**config.mk**
```make
export PLATFORM = sky130hd
export DESIGN_NAME = id_ex_pipe_flat
export DESIGN_NICKNAME = d
export VERILOG_FILES = /design/src/rtl/id_ex_pipe_pkg.sv /design/src/rtl/id_ex_pipe_if.sv /design/src/rtl/id_ex_pipe_pipe_reg.sv /design/src/rtl/id_ex_pipe.sv /design/src/flat_wrapper.sv
export SDC_FILE = /design/constraint.sdc
export NUM_CORES = 1
export LEC_CHECK = 0
export CAP_MARGIN = 20
export CORE_MARGIN = 4
export CORE_UTILIZATION = 42
export CTS_BUF_LIST = sky130_fd_sc_hd__clkbuf_4
export CTS_CLUSTER_DIAMETER = 100
export DETAILED_ROUTE_END_ITERATION = 12
export PLACE_DENSITY_LB_ADDON = 0.08
export SYNTH_ARGS = -nofsm -noshare
export SYNTH_HDL_FRONTEND = slang
export SYNTH_HIERARCHICAL = 1
export SYNTH_SLANG_ARGS = --single-unit
```
**constraint.sdc**
```tcl
create_clock -name clk -period 2.25 [get_ports clk]
set_input_delay 0.45 -clock clk [delete_from_list [all_inputs] [get_ports clk]]
set_output_delay 0.45 -clock clk [all_outputs]
set_load 0.03 [all_outputs]
```
**src/rtl/id_ex_pipe_pkg.sv**
```systemverilog
`default_nettype none
// ============================================================================
// id_ex_pipe_pkg : shared widths, ALU op encodings and bubble field values
// Revision: 1.0
// ============================================================================
package id_ex_pipe_pkg;

  localparam int N_DEF = 16;
  localparam int C_DEF = 4;

  typedef enum logic [3:0] {
    ALU_ADD   = 4'd0,
    ALU_SUB   = 4'd1,
    ALU_AND   = 4'd2,
    ALU_OR    = 4'd3,
    ALU_XOR   = 4'd4,
    ALU_SLL   = 4'd5,
    ALU_SRL   = 4'd6,
    ALU_SRA   = 4'd7,
    ALU_ROL   = 4'd8,
    ALU_ROR   = 4'd9,
    ALU_SLT   = 4'd10,
    ALU_PASSB = 4'd11
  } alu_op_e;

  // Control group packing: {valid, wr_en, mem_rd, mem_wr, halt}
  localparam logic [4:0] BUBBLE_CTRL   = 5'b0_0000;
  localparam logic [3:0] BUBBLE_ALU_OP = ALU_ADD;
  localparam logic [2:0] BUBBLE_WR_REG = 3'd0;

  function automatic logic [4:0] gate_ctrl(input logic valid, input logic wr_en,
                                           input logic mem_rd, input logic mem_wr,
                                           input logic halt);
    return {valid, wr_en & valid, mem_rd & valid, mem_wr & valid, halt & valid};
  endfunction

endpackage
`default_nettype wire

```
**src/rtl/id_ex_pipe_if.sv**
```systemverilog
`default_nettype none
// ============================================================================
// id_ex_pipe_if : decode-side inputs and execute-side registered outputs
// Revision: 1.0
// ============================================================================
interface id_ex_pipe_if #(
  parameter int N = id_ex_pipe_pkg::N_DEF,
  parameter int C = id_ex_pipe_pkg::C_DEF
);
  logic         stall;
  logic         flush;
  logic         id_valid;
  logic [N-1:0] id_rs_data;
  logic [N-1:0] id_rt_data;
  logic [N-1:0] id_imm;
  logic [N-1:0] id_pc_plus2;
  logic         id_use_imm;
  logic [3:0]   id_alu_op;
  logic         id_wr_en;
  logic         id_mem_rd;
  logic         id_mem_wr;
  logic         id_halt;
  logic [2:0]   id_wr_reg;

  logic         ex_valid;
  logic         ex_wr_en;
  logic         ex_mem_rd;
  logic         ex_mem_wr;
  logic         ex_halt;
  logic [N-1:0] ex_a;
  logic [N-1:0] ex_b;
  logic [N-1:0] ex_pc_plus2;
  logic [C-1:0] ex_shamt;
  logic [3:0]   ex_alu_op;
  logic [2:0]   ex_wr_reg;
  logic         halted;
  logic [N-1:0] stall_cycles;

  modport master (
    output stall, flush, id_valid, id_rs_data, id_rt_data, id_imm, id_pc_plus2,
           id_use_imm, id_alu_op, id_wr_en, id_mem_rd, id_mem_wr, id_halt, id_wr_reg,
    input  ex_valid, ex_wr_en, ex_mem_rd, ex_mem_wr, ex_halt, ex_a, ex_b,
           ex_pc_plus2, ex_shamt, ex_alu_op, ex_wr_reg, halted, stall_cycles
  );

  modport slave (
    input  stall, flush, id_valid, id_rs_data, id_rt_data, id_imm, id_pc_plus2,
           id_use_imm, id_alu_op, id_wr_en, id_mem_rd, id_mem_wr, id_halt, id_wr_reg,
    output ex_valid, ex_wr_en, ex_mem_rd, ex_mem_wr, ex_halt, ex_a, ex_b,
           ex_pc_plus2, ex_shamt, ex_alu_op, ex_wr_reg, halted, stall_cycles
  );
endinterface
`default_nettype wire

```
**src/rtl/id_ex_pipe_pipe_reg.sv**
```systemverilog
`default_nettype none
// ============================================================================
// pipe_reg : enabled register with synchronous clear to a bubble value
// Revision: 1.0
// ============================================================================
module pipe_reg #(
  parameter int           W       = 1,
  parameter logic [W-1:0] CLR_VAL = '0
) (
  input  wire logic         clk,
  input  wire logic         rst,
  input  wire logic         en_i,
  input  wire logic         clr_i,
  input  wire logic [W-1:0] d_i,
  output logic      [W-1:0] q_o
);

  // Clear outranks enable so a flush or halt bubble wins over a stall hold.
  always_ff @(posedge clk) begin
    if (rst || clr_i) begin
      q_o <= CLR_VAL;
    end else if (en_i) begin
      q_o <= d_i;
    end
  end

endmodule
`default_nettype wire

```
**src/rtl/id_ex_pipe.sv**
```systemverilog
`default_nettype none
// ============================================================================
// id_ex_pipe : decode-to-execute pipeline register with stall/flush/halt
// Revision: 1.0
// ============================================================================
module id_ex_pipe
  import id_ex_pipe_pkg::*;
#(
  parameter int N = N_DEF,
  parameter int C = C_DEF
) (
  input wire logic    clk,
  input wire logic    rst,
  id_ex_pipe_if.slave bus
);

  logic           load_en;
  logic           load_clr;
  logic [N-1:0]   b_sel;
  logic [4:0]     ctrl_d, ctrl_q;
  logic [3*N-1:0] data_d, data_q;
  logic [C-1:0]   shamt_q;
  logic [6:0]     op_q;
  logic           halted_q, halted_d;
  logic [N-1:0]   stall_cnt_q, stall_cnt_d;

  assign b_sel    = bus.id_use_imm ? bus.id_imm : bus.id_rt_data;
  assign load_en  = ~bus.stall;
  // An invalid decode entry loads as a bubble, same as flush or halt.
  assign load_clr = halted_q | bus.flush | (~bus.stall & ~bus.id_valid);

  assign ctrl_d = gate_ctrl(bus.id_valid, bus.id_wr_en, bus.id_mem_rd,
                            bus.id_mem_wr, bus.id_halt);
  assign data_d = {bus.id_rs_data, b_sel, bus.id_pc_plus2};

  pipe_reg #(.W(5), .CLR_VAL(BUBBLE_CTRL)) u_ctrl (
    .clk(clk), .rst(rst), .en_i(load_en), .clr_i(load_clr), .d_i(ctrl_d), .q_o(ctrl_q)
  );

  pipe_reg #(.W(3*N), .CLR_VAL('0)) u_data (
    .clk(clk), .rst(rst), .en_i(load_en), .clr_i(load_clr), .d_i(data_d), .q_o(data_q)
  );

  pipe_reg #(.W(C), .CLR_VAL('0)) u_shamt (
    .clk(clk), .rst(rst), .en_i(load_en), .clr_i(load_clr), .d_i(b_sel[C-1:0]), .q_o(shamt_q)
  );

  pipe_reg #(.W(7), .CLR_VAL({BUBBLE_ALU_OP, BUBBLE_WR_REG})) u_op (
    .clk(clk), .rst(rst), .en_i(load_en), .clr_i(load_clr),
    .d_i({bus.id_alu_op, bus.id_wr_reg}), .q_o(op_q)
  );

  always_comb begin
    halted_d    = halted_q;
    stall_cnt_d = stall_cnt_q;
    if (!halted_q && ctrl_q[4] && ctrl_q[0] && !bus.stall && !bus.flush) begin
      halted_d = 1'b1;
    end
    if (!halted_q && ctrl_q[4] && bus.stall && !bus.flush && (stall_cnt_q != '1)) begin
      stall_cnt_d = stall_cnt_q + N'(1);
    end
  end

  always_ff @(posedge clk) begin
    if (rst) begin
      halted_q    <= 1'b0;
      stall_cnt_q <= '0;
    end else begin
      halted_q    <= halted_d;
      stall_cnt_q <= stall_cnt_d;
    end
  end

  assign {bus.ex_valid, bus.ex_wr_en, bus.ex_mem_rd, bus.ex_mem_wr, bus.ex_halt} = ctrl_q;
  assign {bus.ex_a, bus.ex_b, bus.ex_pc_plus2} = data_q;
  assign bus.ex_shamt     = shamt_q;
  assign {bus.ex_alu_op, bus.ex_wr_reg} = op_q;
  assign bus.halted       = halted_q;
  assign bus.stall_cycles = stall_cnt_q;

endmodule
`default_nettype wire

```
**src/flat_wrapper.sv**
```systemverilog
// flat-port wrapper written by rule: the top's interface ports become plain ports
module id_ex_pipe_flat import id_ex_pipe_pkg::*;
#(
  parameter int N = N_DEF,
  parameter int C = C_DEF
)
  (clk, rst, bus_stall, bus_flush, bus_id_valid, bus_id_rs_data, bus_id_rt_data, bus_id_imm, bus_id_pc_plus2, bus_id_use_imm, bus_id_alu_op, bus_id_wr_en, bus_id_mem_rd, bus_id_mem_wr, bus_id_halt, bus_id_wr_reg, bus_ex_valid, bus_ex_wr_en, bus_ex_mem_rd, bus_ex_mem_wr, bus_ex_halt, bus_ex_a, bus_ex_b, bus_ex_pc_plus2, bus_ex_shamt, bus_ex_alu_op, bus_ex_wr_reg, bus_halted, bus_stall_cycles);
  id_ex_pipe_if #(.N(N), .C(C)) bus_i ();
  input wire logic clk;
  input wire logic rst;
  input wire logic [$bits(bus_i.stall)-1:0] bus_stall;
  input wire logic [$bits(bus_i.flush)-1:0] bus_flush;
  input wire logic [$bits(bus_i.id_valid)-1:0] bus_id_valid;
  input wire logic [$bits(bus_i.id_rs_data)-1:0] bus_id_rs_data;
  input wire logic [$bits(bus_i.id_rt_data)-1:0] bus_id_rt_data;
  input wire logic [$bits(bus_i.id_imm)-1:0] bus_id_imm;
  input wire logic [$bits(bus_i.id_pc_plus2)-1:0] bus_id_pc_plus2;
  input wire logic [$bits(bus_i.id_use_imm)-1:0] bus_id_use_imm;
  input wire logic [$bits(bus_i.id_alu_op)-1:0] bus_id_alu_op;
  input wire logic [$bits(bus_i.id_wr_en)-1:0] bus_id_wr_en;
  input wire logic [$bits(bus_i.id_mem_rd)-1:0] bus_id_mem_rd;
  input wire logic [$bits(bus_i.id_mem_wr)-1:0] bus_id_mem_wr;
  input wire logic [$bits(bus_i.id_halt)-1:0] bus_id_halt;
  input wire logic [$bits(bus_i.id_wr_reg)-1:0] bus_id_wr_reg;
  output wire logic [$bits(bus_i.ex_valid)-1:0] bus_ex_valid;
  output wire logic [$bits(bus_i.ex_wr_en)-1:0] bus_ex_wr_en;
  output wire logic [$bits(bus_i.ex_mem_rd)-1:0] bus_ex_mem_rd;
  output wire logic [$bits(bus_i.ex_mem_wr)-1:0] bus_ex_mem_wr;
  output wire logic [$bits(bus_i.ex_halt)-1:0] bus_ex_halt;
  output wire logic [$bits(bus_i.ex_a)-1:0] bus_ex_a;
  output wire logic [$bits(bus_i.ex_b)-1:0] bus_ex_b;
  output wire logic [$bits(bus_i.ex_pc_plus2)-1:0] bus_ex_pc_plus2;
  output wire logic [$bits(bus_i.ex_shamt)-1:0] bus_ex_shamt;
  output wire logic [$bits(bus_i.ex_alu_op)-1:0] bus_ex_alu_op;
  output wire logic [$bits(bus_i.ex_wr_reg)-1:0] bus_ex_wr_reg;
  output wire logic [$bits(bus_i.halted)-1:0] bus_halted;
  output wire logic [$bits(bus_i.stall_cycles)-1:0] bus_stall_cycles;
  assign bus_i.stall = bus_stall;
  assign bus_i.flush = bus_flush;
  assign bus_i.id_valid = bus_id_valid;
  assign bus_i.id_rs_data = bus_id_rs_data;
  assign bus_i.id_rt_data = bus_id_rt_data;
  assign bus_i.id_imm = bus_id_imm;
  assign bus_i.id_pc_plus2 = bus_id_pc_plus2;
  assign bus_i.id_use_imm = bus_id_use_imm;
  assign bus_i.id_alu_op = bus_id_alu_op;
  assign bus_i.id_wr_en = bus_id_wr_en;
  assign bus_i.id_mem_rd = bus_id_mem_rd;
  assign bus_i.id_mem_wr = bus_id_mem_wr;
  assign bus_i.id_halt = bus_id_halt;
  assign bus_i.id_wr_reg = bus_id_wr_reg;
  assign bus_ex_valid = bus_i.ex_valid;
  assign bus_ex_wr_en = bus_i.ex_wr_en;
  assign bus_ex_mem_rd = bus_i.ex_mem_rd;
  assign bus_ex_mem_wr = bus_i.ex_mem_wr;
  assign bus_ex_halt = bus_i.ex_halt;
  assign bus_ex_a = bus_i.ex_a;
  assign bus_ex_b = bus_i.ex_b;
  assign bus_ex_pc_plus2 = bus_i.ex_pc_plus2;
  assign bus_ex_shamt = bus_i.ex_shamt;
  assign bus_ex_alu_op = bus_i.ex_alu_op;
  assign bus_ex_wr_reg = bus_i.ex_wr_reg;
  assign bus_halted = bus_i.halted;
  assign bus_stall_cycles = bus_i.stall_cycles;
  id_ex_pipe #(.N(N), .C(C)) u_core (.clk(clk), .rst(rst), .bus(bus_i));
endmodule
```
# == Word-level counts from Yosys, hierarchy flattened ==
# Cells that the tools add are included.
# word_totals
ff_bits,81
wordCells,29
out_inout_bits,81
input_bits,81
# op_classes
bitwise_logic,9
muxes,1
n_addsub,1
n_eq_ne,1
reduce_logical,11
# ops
op,count
$add A16 B1 Y16 const B,1
$mux W16,1
$ne A16 B16 Y1 const B,1
$logic_and A1 B1 Y1,7
$and A1 B1 Y1,5
$logic_not A1 Y1,3
$not A1 Y1,2
$or A1 B1 Y1,2
$logic_or A1 B1 Y1,1

# == Depth between registers and ports, before layout ==
# Gate-level depths: netlist of run 1.
# logic_depth
depth_word,5
depth_mapped,6
mapped_depth_nobuf,5

# == Hierarchy ==
# The synthesis of run 1 kept the hierarchy.
# modules_own_cells
module,seq_area_each_um2,cells_each,instances,area_per_inst_um2
pipe_reg at u_core.u_data,960.9,156,1,1755.4
id_ex_pipe,340.3,128,1,1097.3
pipe_reg at u_core.u_op,140.1,24,1,252.7
pipe_reg at u_core.u_ctrl,100.1,16,1,186.4
pipe_reg at u_core.u_shamt,80.1,13,1,145.1

# == Worst setup path before layout of run 1 ==
# OpenSTA, ideal clock, no wires.
# synth_timing
path_type,register to register
startpoint,register u_core.u_ctrl.q_o[4]
endpoint,register u_core.stall_cnt_q[11] (netlist: u_core/bus.stall_cycles[11])
setup_time_ps,70
path_buffers,2
slack_ps,274
arrival_time_ps,1906
path_stages_with_launch,7
cell_sequence,dfxtp_1 nand4bb_1 buf_2 or3_4 buf_6 or4_1 a21oi_1
# synth_between
elab_chain_cells,4
# synth_rtl
item,line,text
from (decl),id_ex_pipe_pipe_reg.sv:15,output logic [W-1:0] q_o
from (signal assigned),id_ex_pipe_pipe_reg.sv:23,q_o <= d_i;
$logic_and A1 B1 Y1 (4 in a row),id_ex_pipe.sv:59,if (!halted_q && ctrl_q[4] && bus.stall && !bus.flush && (stall_cnt_q != '1)) begin
to (signal assigned),id_ex_pipe.sv:70,stall_cnt_q <= stall_cnt_d;
to (decl),id_ex_pipe.sv:25,"logic [N-1:0] stall_cnt_q, stall_cnt_d;"
# Every way passes these cells.
# A chain may end at the register's enable or synchronous reset.

# == Worst setup path in the final report of run 1 ==
# layout_timing
startpoint,register u_core.stall_cnt_q[7] (netlist: u_core/bus.stall_cycles[7])
endpoint,output port bus_stall_cycles[7]
# layout_lines
item,line,text
to (decl),flat_wrapper.sv:37,output wire logic [$bits(bus_i.stall_cycles)-1:0] bus_stall_cycles;
# No word-level cell between the ends.

==> metrics.cfg, run 1 <==
[status]
run_status = completed

[setup_path]
critPathArrivalTime_ns = 1.63
cp_max_fo = 8
regToRegStartpoint = u_core/bus.stall_cycles[7]$_SDFFE_PP0P_
crit_path_end_kind = output port
crit_family = buffers and inverters
critPathKind = flop to output port
critPathMaxStageDelay_ns = 0.72
r2r_slack_ns = 0.38
required_ns = 1.80
start_kind = flop
path_cells = clkdlybuf4s50_1
r2r-end = u_core/bus.stall_cycles[14]$_SDFFE_PP0P_
path_buf_inv = 1
cp_slowest_cell = clkdlybuf4s50_1
reg2reg_depth = 4

[timing]
setup_viol = 0
slew_headroom_pct = 56.12
finalCritPeriodShare_pct = 92.59
fin_hold_ws_ns = 0.5059
tightestPinTransition_ns = 0.6479
skew_ns = 0.01466
fin_crit_ns = 2.083
fin_ws_ns = 0.1668
hold_viol = 0
tns_ns = 0
grt_setup_unrepaired = no
fmax_mhz = 480.0
drv_slew = 0

[synthesis]
synth_edf_count = 0
syn_area_sq_um = 3437
ys_warn_count = 6
seq_area_frac_synth_pct = 47.18
synthCells = 337
ys_ff_latch = 81
synth_flop_cell = dfxtp_1
synth-async-reset-ratio_pct = 0
ys_types = 37
syn-mean-instance-area_sq_um = 10.20
synth_nets = 419

[hold_path]
worst_hold_path_type = flop to flop
hold_start = u_core/u_data/q_o[24]$_SDFFE_PP0P_
hold_path_depth = 2
min_to = u_core/u_data/q_o[24]$_SDFFE_PP0P_

[cts]
ctsHtreeMaxLevel = 3
worstSkewPairLatency_ns = 0.43
clk_pin_slew_ns = 0.15
cts_sinks = 81
cts_tree = yes
ctsHoldBuffers = 0
ctsResizeCount = 0
root_buffer = clkbuf_4
numCtsBuffers = 9
postCtsSetupBuffers = 0
clock_path_buffers = 2

[floorplanning]
rows = 32
die_area_sq_um = 9694
coreArea_sq_um = 7848
die_x_um = 98.46
io_pins = 162
start_util_pct = 43.80
die_h_um = 98.46

[power]
p_leak_nw = 2.030
power_density_nw_per_um2 = 535.4
max-vdd-ir-drop_v = 0.0003485

[drt]
wl_um = 9237
detail_route.wl_per_cell_um = 15.17
drc = 0
drt.antenna.violating_nets = 0
viasPerCell = 4.980
num_vias = 3033
first_pass_iters = 6
dr.first_iter.drc_count = 94

[global_routing]
grt_pass1_wl_um = 15390
grt_pass1_vias = 3117
grt_max_degree = 31
grt_usage_pct = 19.27
grt_overflow = 0
grt_antenna_before_repair = 0

[layout]
fin_util_pct = 67.46
multi_input_comb_area_sq_um = 1610
final_nets = 584
ff_latch_area_sq_um = 1622
drive_above_1_share_pct = 10.45
layout-area-overhead-vs-synth_pct = 54.02
diodes = 0
fillCellCount = 679
fin_cells = 609

[placement]
placedCellCount = 593
hpwl_um = 7031
io_buffer_count = 161
globalplace.congestion = 0.8011
dpl_worst_slack_ns = -0.1073

[run]
cap_violations = 0

-- metrics by stage --
step                      area [sq um]  power, W
after global routing              5294  0.002955
after CTS                         5294  0.002876
after detailed placement          5150  0.001994
after floorplan                   3437  0.001756
after global placement            5150  0.001986
final                             5294  0.002835
-- worst reg2reg max path: cells and delay by family (launching register included) --
kind / cells / cell delay, ns
AO/OA/AOI/OAI: 3 / 1.02
flip-flops: 1 / 0.49
AND/OR/NAND/NOR: 1 / 0.29
-- worst max path at each step --
stage,start,to,cells after the start
floorplan,u_core/u_ctrl/q_o[4]$_SDFFE_PP0P_,u_core/bus.stall_cycles[11]$_SDFFE_PP0P_,6
global placement,bus_flush,u_core/bus.stall_cycles[11]$_SDFFE_PP0P_,5
detailed placement,bus_flush,u_core/bus.stall_cycles[9]$_SDFFE_PP0P_,5
CTS,u_core/bus.stall_cycles[7]$_SDFFE_PP0P_,bus_stall_cycles[7],1
global route,u_core/bus.stall_cycles[7]$_SDFFE_PP0P_,bus_stall_cycles[7],1
finish,u_core/bus.stall_cycles[7]$_SDFFE_PP0P_,bus_stall_cycles[7],1
-- cell usage after synthesis (4+ instances only) --
cell,count,area (sq um)
a21oi_1,13,65.06
and2_1,4,25.02
buf_6,6,67.56
clkbuf_1,5,18.77
dfxtp_1,81,1622
inv_1,4,15.01
mux2_2,17,191.4
mux2i_1,65,650.6
nand2_1,7,26.28
nand3_1,4,20.02
nand4_1,5,31.28
nor2_1,61,229.0
nor3_1,9,45.04
o21ai_0,7,35.03
o31ai_1,7,52.55
or3_1,7,43.79
or4_1,6,45.04
-- power breakdown --
part,internal [W],leakage [nW],switching [W]
logic,0.000274,1.30,0.000203
registers,0.00147,0.657,0.0000160
clock network,0.000348,0.0733,0.000528
total,0.00209,2.03,0.000747
-- layout make-up --
class | count | share of cell area [%]
clock buffers | 9 | 1.276
clock inverters | 7 | 1.442
inverters | 4 | 0.3073
multi-input cells | 230 | 30.42
flip-flops and latches | 81 | 30.63
well taps | 102 | 2.411
repair buffers | 176 | 33.51
-- cells by family after synthesis --
kind of cell             synth area share, %
multiplexers                           24.50
buffers and inverters                  5.970
AND/OR/NAND/NOR                        16.78
XOR/XNOR                              0.2549
adder cells (fa/ha/maj)               0.3640
flip-flops                             47.18
AO/OA/AOI/OAI                          4.951
-- registers in the layout, indices dropped and copies added (netlist names) --
name                     count
u_core/bus.stall_cycles     16
u_core/u_data/q_o           48
u_core/u_op/q_o              7
u_core/bus.halted            1
u_core/u_shamt/q_o           4
u_core/u_ctrl/q_o            5
-- layout by cell type, fill, tap and decap left out, drive strengths merged --
| cell | synthesis | layout |
|---|---|---|
| or2 | 3 | 3 |
| buf | 15 | 15 |
| o311ai | 1 | 1 |
| nor2b | 1 | 1 |
| nand2 | 7 | 7 |
| mux2i | 65 | 65 |
| clkinvlp | 0 | 2 |
| nand4bb | 1 | 1 |
| nand3b | 1 | 1 |
| a41oi | 1 | 1 |
| or4 | 6 | 6 |
| nand4 | 5 | 5 |
| and2 | 4 | 4 |
| clkbuf | 7 | 9 |
| nand3 | 4 | 4 |
| nor2 | 61 | 61 |
| or3 | 8 | 8 |
| o31ai | 7 | 7 |
| a21oi | 13 | 13 |
| and4bb | 1 | 1 |
| nor3 | 9 | 9 |
| xnor2 | 1 | 1 |
| bufinv | 0 | 1 |
| mux2 | 17 | 17 |
| ha | 1 | 1 |
| clkinv | 0 | 2 |
| inv | 4 | 6 |
| clkdlybuf4s50 | 0 | 161 |
| o21ai | 7 | 7 |
| and3 | 3 | 3 |
| dfxtp | 81 | 81 |
| nor4 | 3 | 3 |
-- per-layer routing --
layer	track usage, %	share of wire, %	vias to the layer above
met5	0	0	-
met2	32.03	47	107
met4	6.408	0.96	0
met3	5.096	7.3	7
met1	24.35	45	1404
li1	-	-	1515
No activity file was read; power rests on OpenSTA's default activity.
==> run 2, diff against run 1 <==
- ABC_AREA: not set -> 1
- CELL_PAD_IN_SITES_DETAIL_PLACEMENT: not set -> 0
- CELL_PAD_IN_SITES_GLOBAL_PLACEMENT: not set -> 2
- CORE_UTILIZATION: 42 -> 22
==> metrics.cfg, run 2 <==
[global_routing]
grt_antenna_before_repair = 1  ; +1
grt_pass1_vias = 3602  ; +16%
grt_max_degree = 65  ; +110%
grt_usage_pct = 11.33  ; -7.9 points
grt_overflow = 0  ; unchanged
grt_pass1_wl_um = 18150  ; +18%

[floorplanning]
die_h_um = 141.4  ; +44%
die_x_um = 141.4  ; +44%
rows = 48  ; +50%
start_util_pct = 22.55  ; -21 points
io_pins = 162  ; unchanged
die_area_sq_um = 19990  ; +110%
coreArea_sq_um = 17360  ; +120%

[placement]
placedCellCount = 966  ; +63%
io_buffer_count = 161  ; unchanged
hpwl_um = 8604  ; +22%
globalplace.congestion = 0.7179  ; -10%
placed_area_sq_um = 5749  ; +12%

[drt]
drt.antenna.violating_nets = 0  ; unchanged
viasPerCell = 3.857  ; -23%
wl_um = 11480  ; +24%
first_pass_iters = 4  ; -2
detail_route.wl_per_cell_um = 11.69  ; -23%
drc = 0  ; unchanged
num_vias = 3788  ; +25%
dr.first_iter.drc_count = 199  ; +110%

[setup_path]
cp_max_fo = 5  ; -3
critPathKind = flop to output port
cp_slowest_cell = clkdlybuf4s50_1
regToRegStartpoint = u_core/bus.stall_cycles[1]$_SDFFE_PP0P_
required_ns = 1.80  ; about the same
r2r_slack_ns = 0.72  ; +0.34 ns
crit_family = buffers and inverters
reg2reg_depth = 10  ; +6
start_kind = flop
path_buf_inv = 1  ; unchanged
path_cells = clkdlybuf4s50_1
crit_path_end_kind = output port
critPathArrivalTime_ns = 1.60  ; -0.03 ns
r2r-end = u_core/bus.stall_cycles[5]$_SDFFE_PP0P_
critPathMaxStageDelay_ns = 0.72  ; about the same

[layout]
drive_above_1_share_pct = 8.344  ; -2.1 points
fin_area_sq_um = 5894  ; +11%
layout-area-overhead-vs-synth_pct = 50.61
final_common_cell = nand2_1
layout_common_cells = nand2_1, nor2_1, clkdlybuf4s50_1, inv_1, dfxtp_1
fin_cells = 982  ; +61%
final_nets = 834  ; +43%
top_register = u_core/u_data/q_o
largest_register_ffs = 48  ; unchanged

[synthesis]
yosysTopAreaCell = dfxtp_1
synth_nets = 674  ; +61%
ys_types = 25  ; -32%
ys_warn_count = 6  ; unchanged
syn_area_sq_um = 3914  ; +14%
yosysMostFrequentCell = nand2_1
synth-async-reset-ratio_pct = 0  ; unchanged
synth_top_area_share_pct = 41.43  ; -5.7 points
synth_common_cells = nand2_1, nor2_1, inv_1
synth_flop_cell = dfxtp_1
seq_area_frac_synth_pct = 41.43  ; -5.7 points
syn-mean-instance-area_sq_um = 6.611  ; -35%
synth_area_leaders = dfxtp_1, nand2_1, nor2_1, inv_1, mux2_2
ys_ff_latch = 81  ; unchanged
synthCells = 592  ; +76%
synth_edf_count = 0  ; unchanged

[timing]
fmax_mhz = 486.6  ; +1.4%
hold_viol = 0  ; unchanged
skew_ns = 0.01181  ; -0.002850 ns
drv_slew = 0  ; unchanged
grt_setup_unrepaired = no
tns_ns = 0  ; unchanged
fin_crit_ns = 2.055  ; -0.02833 ns
slew_headroom_pct = 68.77  ; +13 points
tightestPinTransition_ns = 0.4636  ; -0.1844 ns
setup_viol = 0  ; unchanged
finalCritPeriodShare_pct = 91.33  ; -1.3 points

[cts]
ctsResizeCount = 0  ; unchanged
clock_path_buffers = 2  ; unchanged
ctsHoldBuffers = 0  ; unchanged
clk_pin_slew_ns = 0.13  ; -0.02 ns
cts_tree = yes
worstSkewPairLatency_ns = 0.43  ; about the same
ctsHtreeMaxLevel = 3  ; unchanged
numCtsBuffers = 9  ; unchanged
root_buffer = clkbuf_4
postCtsSetupBuffers = 0  ; unchanged
cts_sinks = 81  ; unchanged

[hold_path]
hold_path_depth = 2  ; unchanged
min_to = u_core/u_data/q_o[10]$_SDFFE_PP0P_
worst_hold_path_type = flop to flop
hold_start = u_core/u_data/q_o[10]$_SDFFE_PP0P_

[status]
run_status = completed

[power]
power_density_nw_per_um2 = 515.7  ; -3.7%
max-vdd-ir-drop_v = 0.0001943  ; -44%
total_power_w = 0.003040  ; +7.2%
p_leak_nw = 2.562  ; +26%

[run]
cap_violations = 0  ; unchanged

==> run 2: cell count changes in the layout (fill, tap and decap cells not counted), moves of 6 or more <==
| cell | previous run | this run |
|---|---|---|
| mux2i_1 | 65 | 0 |
| a21oi_1 | 13 | 6 |
| or4_1 | 6 | 0 |
| inv_1 | 3 | 81 |
| nor3_1 | 9 | 3 |
| nor2_1 | 61 | 166 |
| or3_1 | 7 | 0 |
| o31ai_1 | 7 | 0 |
| nand2_1 | 7 | 174 |
| nor2_4 | 0 | 7 |
==> run 2: worst max-delay path by stage <==
stage	start	end	slack [ns]	depth (start not counted)
floorplan	bus_id_valid	u_core/u_data/q_o[25]$_SDFFE_PP0P_	0.54	6
global placement	bus_flush	u_core/u_op/q_o[3]$_SDFFE_PP0P_	0.29	7
detailed placement	bus_flush	u_core/u_op/q_o[2]$_SDFFE_PP0P_	0.24	7
CTS	u_core/bus.stall_cycles[8]$_SDFFE_PP0P_	bus_stall_cycles[8]	0.12	1
global route	u_core/bus.stall_cycles[6]$_SDFFE_PP0P_	bus_stall_cycles[6]	0.08	1
finish	u_core/bus.stall_cycles[8]$_SDFFE_PP0P_	bus_stall_cycles[8]	0.20	1
==> run 2: final cells by class <==
cell class / count / area (sq um)
fill: 1891 / 11460
multi-input combinational: 404 / 1809
timing repair buffer: 172 / 1719
sequential: 81 / 1622
inverter: 84 / 317.8
tap: 225 / 281.5
clock inverter: 5 / 72.57
clock buffer: 9 / 67.56
antenna: 2 / 5.005
==> run 2: power by group <==
part	switching (W)	total [W]	internal, W	leakage (nW)
clock	0.000536	0.000967	0.000431	0.0767
combinational	0.000283	0.000574	0.000291	1.83
sequential	0.0000219	0.00150	0.00148	0.659
==> run 2: cells by family (layout without fill, tap and decap cells) <==
kind of cell	count (synthesis)	after routing	synth area share, %
other cells	0	2	0
simple gates	372	372	39.13
flops	81	81	41.43
compound gates	15	15	2.046
fa+ha+maj	1	1	0.3196
buf+inv	107	270	12.47
mux	16	16	4.604
==> run 2: stage by stage <==
| step | setup WS [ns] | hold WS (ns) | util (%) |
|---|---|---|---|
| after detailed placement | 0.2414 | 0.4617 | 33.12 |
| after global routing | 0.08242 | 0.4940 | 33.96 |
| final | 0.1951 | 0.4779 | 33.96 |
| after global placement | 0.2876 | 0.4590 | 33.12 |
| after floorplan | 0.5380 | 0.5215 | - |
| after CTS | 0.1205 | 0.4806 | 33.93 |
==> run 2: routing by layer <==
layer  vias to the layer above  part of all wire, %  GRT usage (%)
met3                        11                  6.6          3.202
met2                        94                   45          18.21
met5                         -                    0              0
li1                       2054                    -              -
met4                         0                  1.4          4.394
met1                      1629                   47          14.43
